===== src/rtl/regfile_pkg.sv =====
// Shared register-file constants and the write-back entry type used by the
// write-back queue and its testbenches.
package regfile_pkg;

  localparam int RF_ADDR_W   = 5;
  localparam int RF_DATA_W   = 32;
  localparam int RF_NUM_REGS = 32;

  typedef struct packed {
    logic [RF_ADDR_W-1:0] addr;
    logic [RF_DATA_W-1:0] data;
  } wb_entry_t;

endpackage


===== src/rtl/regfile_wbq_fwd_match.sv =====
// Newest-first search of the pending write-back entries for one read address.
// Walks from head (oldest) towards tail so the last hit found is the newest.
module regfile_wbq_fwd_match
  import regfile_pkg::*;
#(
  parameter  int DEPTH  = 4,
  parameter  int ADDR_W = RF_ADDR_W,
  parameter  int DATA_W = RF_DATA_W,
  localparam int PTR_W  = $clog2(DEPTH)
) (
  input  logic [ADDR_W-1:0] addrs [DEPTH],
  input  logic [DATA_W-1:0] datas [DEPTH],
  input  logic [DEPTH-1:0]  valid,
  input  logic [PTR_W-1:0]  head,
  input  logic [ADDR_W-1:0] rd,
  output logic              hit,
  output logic [DATA_W-1:0] data
);

  always_comb begin : search
    logic [PTR_W-1:0] idx;
    // NOTE: every output and local gets a default before the loop so no path
    // through this block leaves a value unassigned and infers a latch.
    hit  = 1'b0;
    data = '0;
    idx  = '0;
    for (int k = 0; k < DEPTH; k++) begin
      idx = head + PTR_W'(k);
      if (valid[idx] && (addrs[idx] == rd) && (rd != '0)) begin
        hit  = 1'b1;
        data = datas[idx];
      end
    end
  end

endmodule


===== src/rtl/regfile_wb_queue.sv =====
// In-order write-back queue in front of the register file write port, with
// optional read-side forwarding of pending data (macro REGFILE_WBQ_FORWARD_EN).
module regfile_wb_queue
  import regfile_pkg::*;
#(
  parameter int DEPTH  = 4,
  parameter int ADDR_W = RF_ADDR_W,
  parameter int DATA_W = RF_DATA_W
) (
  input  logic              clk,
  input  logic              rst_n,
  input  logic              flush,
  input  logic              in_valid,
  output logic              in_ready,
  input  logic [ADDR_W-1:0] in_wr,
  input  logic [DATA_W-1:0] in_data,
  output logic              regwrite,
  output logic [ADDR_W-1:0] wr,
  output logic [DATA_W-1:0] writedata,
  input  logic              rf_ready,
  input  logic [ADDR_W-1:0] rd1,
  input  logic [ADDR_W-1:0] rd2,
  output logic              fwd1_hit,
  output logic              fwd2_hit,
  output logic [DATA_W-1:0] fwd1_data,
  output logic [DATA_W-1:0] fwd2_data
);

  localparam int PTR_W = $clog2(DEPTH);
  localparam logic [PTR_W:0] FULL_CNT = (PTR_W+1)'(DEPTH);

  logic [ADDR_W-1:0] mem_addr [DEPTH];
  logic [DATA_W-1:0] mem_data [DEPTH];
  logic [PTR_W-1:0]  head, tail;
  logic [PTR_W:0]    count;
  logic              full, empty, push, pop;

  assign full  = (count == FULL_CNT);
  assign empty = (count == '0);

  // Register 0 is hardwired, so its writes complete the handshake but are dropped.
  assign push = in_valid && !full && (in_wr != '0);
  assign pop  = !empty && rf_ready;

  always_ff @(posedge clk or negedge rst_n) begin
    if (!rst_n) begin
      head  <= '0;
      tail  <= '0;
      count <= '0;
    end else if (flush) begin
      head  <= '0;
      tail  <= '0;
      count <= '0;
    end else begin
      // NOTE: state updates use non-blocking assignments so every register
      // samples the pre-edge values regardless of statement order.
      if (push) tail <= tail + 1'b1;
      if (pop)  head <= head + 1'b1;
      case ({push, pop})
        2'b10:   count <= count + 1'b1;
        2'b01:   count <= count - 1'b1;
        default: count <= count;
      endcase
    end
  end

  // NOTE: the entry storage is not reset; an entry is only ever read while
  // count marks it valid, so its power-up contents are never observed.
  always_ff @(posedge clk) begin
    if (push && !flush) begin
      mem_addr[tail] <= in_wr;
      mem_data[tail] <= in_data;
    end
  end

  assign in_ready  = !full;
  assign regwrite  = !empty;
  assign wr        = empty ? '0 : mem_addr[head];
  assign writedata = empty ? '0 : mem_data[head];

`ifdef REGFILE_WBQ_FORWARD_EN
  logic [DEPTH-1:0] valid;

  // A slot is live when its distance from head is below the occupancy.
  always_comb begin : valid_mask
    logic [PTR_W-1:0] age;
    valid = '0;
    age   = '0;
    for (int i = 0; i < DEPTH; i++) begin
      age      = PTR_W'(i) - head;
      valid[i] = ({1'b0, age} < count);
    end
  end

  regfile_wbq_fwd_match #(
    .DEPTH (DEPTH),
    .ADDR_W(ADDR_W),
    .DATA_W(DATA_W)
  ) u_match1 (
    .addrs(mem_addr),
    .datas(mem_data),
    .valid(valid),
    .head (head),
    .rd   (rd1),
    .hit  (fwd1_hit),
    .data (fwd1_data)
  );

  regfile_wbq_fwd_match #(
    .DEPTH (DEPTH),
    .ADDR_W(ADDR_W),
    .DATA_W(DATA_W)
  ) u_match2 (
    .addrs(mem_addr),
    .datas(mem_data),
    .valid(valid),
    .head (head),
    .rd   (rd2),
    .hit  (fwd2_hit),
    .data (fwd2_data)
  );
`else
  logic unused_rd;
  assign unused_rd = ^{rd1, rd2};

  assign fwd1_hit  = 1'b0;
  assign fwd2_hit  = 1'b0;
  assign fwd1_data = '0;
  assign fwd2_data = '0;
`endif

endmodule


===== config.mk =====
export PLATFORM = sky130hd
export DESIGN_NAME = regfile_wb_queue
export DESIGN_NICKNAME = d
export VERILOG_FILES = /design/src/rtl/regfile_pkg.sv /design/src/rtl/regfile_wbq_fwd_match.sv /design/src/rtl/regfile_wb_queue.sv
export SDC_FILE = /design/constraint.sdc
export NUM_CORES = 1
export LEC_CHECK = 0
export ABC_AREA = 1
export ABC_CLOCK_PERIOD_IN_PS = 3860
export CAP_MARGIN = 30
export CORE_MARGIN = 4
export CORE_UTILIZATION = 40
export CTS_CLUSTER_SIZE = 40
export DETAILED_ROUTE_END_ITERATION = 10
export PLACE_DENSITY = 0.64
export SLEW_MARGIN = 20
export SYNTH_ARGS = -nofsm -noshare
export SYNTH_HDL_FRONTEND = slang
export SYNTH_SLANG_ARGS = --single-unit

===== constraint.sdc =====
create_clock -name clk -period 3.86 [get_ports clk]
set_input_delay 0.772 -clock clk [delete_from_list [all_inputs] [get_ports clk]]
set_output_delay 0.772 -clock clk [all_outputs]
set_load 0.01 [all_outputs]

==> run_results.csv <==
group,metric,value,unit
clock_network,cts_max_level,4,
floorplanning,dieWidth,137.6,um
run_status,outcome,"finished, final reports clean",
route,viasPerCell,4.727,
timing,setup_slack,296.4,ps
logic_synthesis,synth_area_leaders,"edfxtp_1 66%, nor2_1 9.0%, buf_4 8.0%",
timing,tightest_slew,804.3,ps
logic_synthesis,synth_area,0.006723,mm^2
floorplanning,row_count,47,
clock_network,holdBufCountCts,0,
clock_network,cts_buffers,17,
logic_synthesis,synth_cells,576,
final_layout,final_common_cell,"nor2_1",
floorplanning,core_area,0.01652,mm^2
timing,finalSetupViolations,0,
clock_network,clock_path_buffers,2,
final_layout,syn2layout_area_growth,21.11,%
timing,max_freq,280.6,MHz
floorplanning,ios,157,
route,ant_nets,0,
route,drc,0,
setup_path,critPathKind,"reg -> out",
timing,fin_tns_setup,0,ps
floorplanning,start_util,0.4068,
route,wl_per_cell,15.72,um
setup_path,critPathLaunchType,"flop",
logic_synthesis,ys_ff_latch,155,
global_route,first_global_vias,4103,
logic_synthesis,synth_area_per_cell,11.67,um^2
timing,slew_viol_final,0,
setup_path,end_kind,"primary output",
logic_synthesis,synth.distinct_cells,24,
timing,whs,635.3,ps
logic_synthesis,synth_top_area_frac,0.6611,
logic_synthesis,yosysWarnings,0,
clock_network,cts_setup_buffers,0,
clock_network,root_buffer,"clkbuf_16",
route,vias,4212,
clock_network,cts_sinks,155,
timing,fin_crit_sh,0.9232,
power,power.density,641.8,mW/mm^2
clock_network,clkLatencyLatePin,410,ps
global_route,antenna_found_initial,0,
floorplanning,die-area,0.01894,mm^2
clock_network,cts_resized,0,
final_layout,drive_gt1_frac,0.08346,
global_route,track_usage,0.1486,
place,gp_congestion,0.7934,
global_route,gr-total-overflow,0,
power,peakVddDrop,0.6014,mV
place,portBuffers,80,
route,drt_wl_total,14000,um
logic_synthesis,synth_top_area_cell,"edfxtp_1",
power,power,0.005225,W
clock_network,clk_pin_slew,60,ps
global_route,grt_max_degree,55,
timing,finalHoldViolations,0,
timing,relSlewSlack,0.4630,
setup_path,crit_fanout,54,
floorplanning,die_y,137.6,um
global_route,grt_pass1_wl,21290,um
place,dpl_worst_slack,725.0,ps
final_layout,final_nets,715,
timing,fin_crit,3564,ps
place,hpwl,8694,um
power,p_leak,2.917,nW
setup_path,cp.required,3090,ps
timing,clock_skew,6.609,ps
route,drt_first_iter_violations,221,
final_layout,fin_util,0.4927,
final_layout,diodes,0,
timing,rsz0062_at_grt,"no",
route,drt_first_pass_iters,5,
clock_network,cts_tree,"done",
worst_hold_path,min_path_type,"in -> async",
logic_synthesis,yosysSeqAreaShare,0.6871,
run,max-cap-violations,0,
setup_path,arrival,2790,ps
final_layout,layout_common_cells,"157 x nor2_1, 148 x edfxtp_1, 80 x clkdlybuf4s50_1",
## cells in the mapped netlist
library cell and count:
nand4_1 4, nor2_2 2, buf_4 72, nor2_1 161
buf_2 12, conb_1 1, fa_1 1, xor2_1 1
nand2_1 13, nand3_1 4, nor3_1 1, nand2_2 3
a21oi_2 1, a21oi_1 37, dfrtp_1 7, o21ai_1 50
buf_1 2, edfxtp_1 148, ha_1 4, o21ai_0 26
clkbuf_2 5, inv_2 5, clkbuf_1 2, inv_1 14
## worst max-delay path, stage by stage, from the launching register on
cell,delay (ps)
dfrtp_2,650
buf_4,560
nor2_1,100
nor2_1,100
o21ai_0,90
a21oi_1,250
clkdlybuf4s50_1,590
## metal layers
layer  global-route usage  wire length, um  vias to the layer above  share of wire
li1                     -                -                     2022              -
met1               0.1834             6013                     2019           0.43
met2               0.2600             7054                      158           0.50
met3              0.03616              808                       13          0.058
met4              0.04047              127                        0         0.0091
met5                    0                0                        -              0
## per-stage QoR
stage	area, um^2	std cells
finish	8142	891
global placement	7567	859
detailed placement	7567	859
CTS	8142	891
floorplan	6967	641
global route	8142	891
## where the power goes
part	switching, W	total (W)	internal (W)
Sequential	0.0000624	0.00201	0.00195
Combinational	0.000929	0.00163	0.000701
Clock	0.000637	0.00159	0.000949
## cell type report
class / count / area, um^2
tap: 220 / 275.3
fill: 1435 / 8383
multi-input combinational: 374 / 1665
sequential: 155 / 4622
timing repair buffer: 91 / 933.4
clock inverter: 15 / 148.9
inverter: 19 / 71.32
clock buffer: 17 / 425.4
## logic make-up after synthesis
logic type      share of synthesized area
xor+xnor                         0.001303
fa+ha+maj                         0.01042
simple gates                       0.1092
flops                              0.6871
other cells                     0.0005578
compound gates                    0.08543
buf+inv                            0.1059
## flip-flops by register name, summed over array words and instances, names as in the netlist
name,flops
count,3
tail,2
mem_addr,20
mem_data,128
head,2
## final timing paths
check                                           from                        end  slack (ps)  depth (start not counted)
worst max-delay path             head[0]$_DFFE_PN0P_              writedata[11]         300                          6
min in group clk                count[0]$_DFFE_PN0P_       count[0]$_DFFE_PN0P_         640                          2
worst max register to register  count[0]$_DFFE_PN0P_  mem_data[2][30]$_DFFE_PP_        1690                          7
worst min-delay path                           rst_n       count[1]$_DFFE_PN0P_         640                          1
worst min register to register  count[0]$_DFFE_PN0P_       count[0]$_DFFE_PN0P_         640                          2
max in group asynchronous                      rst_n        head[1]$_DFFE_PN0P_        2940                          1
No activity file was read; power rests on OpenSTA's default activity.
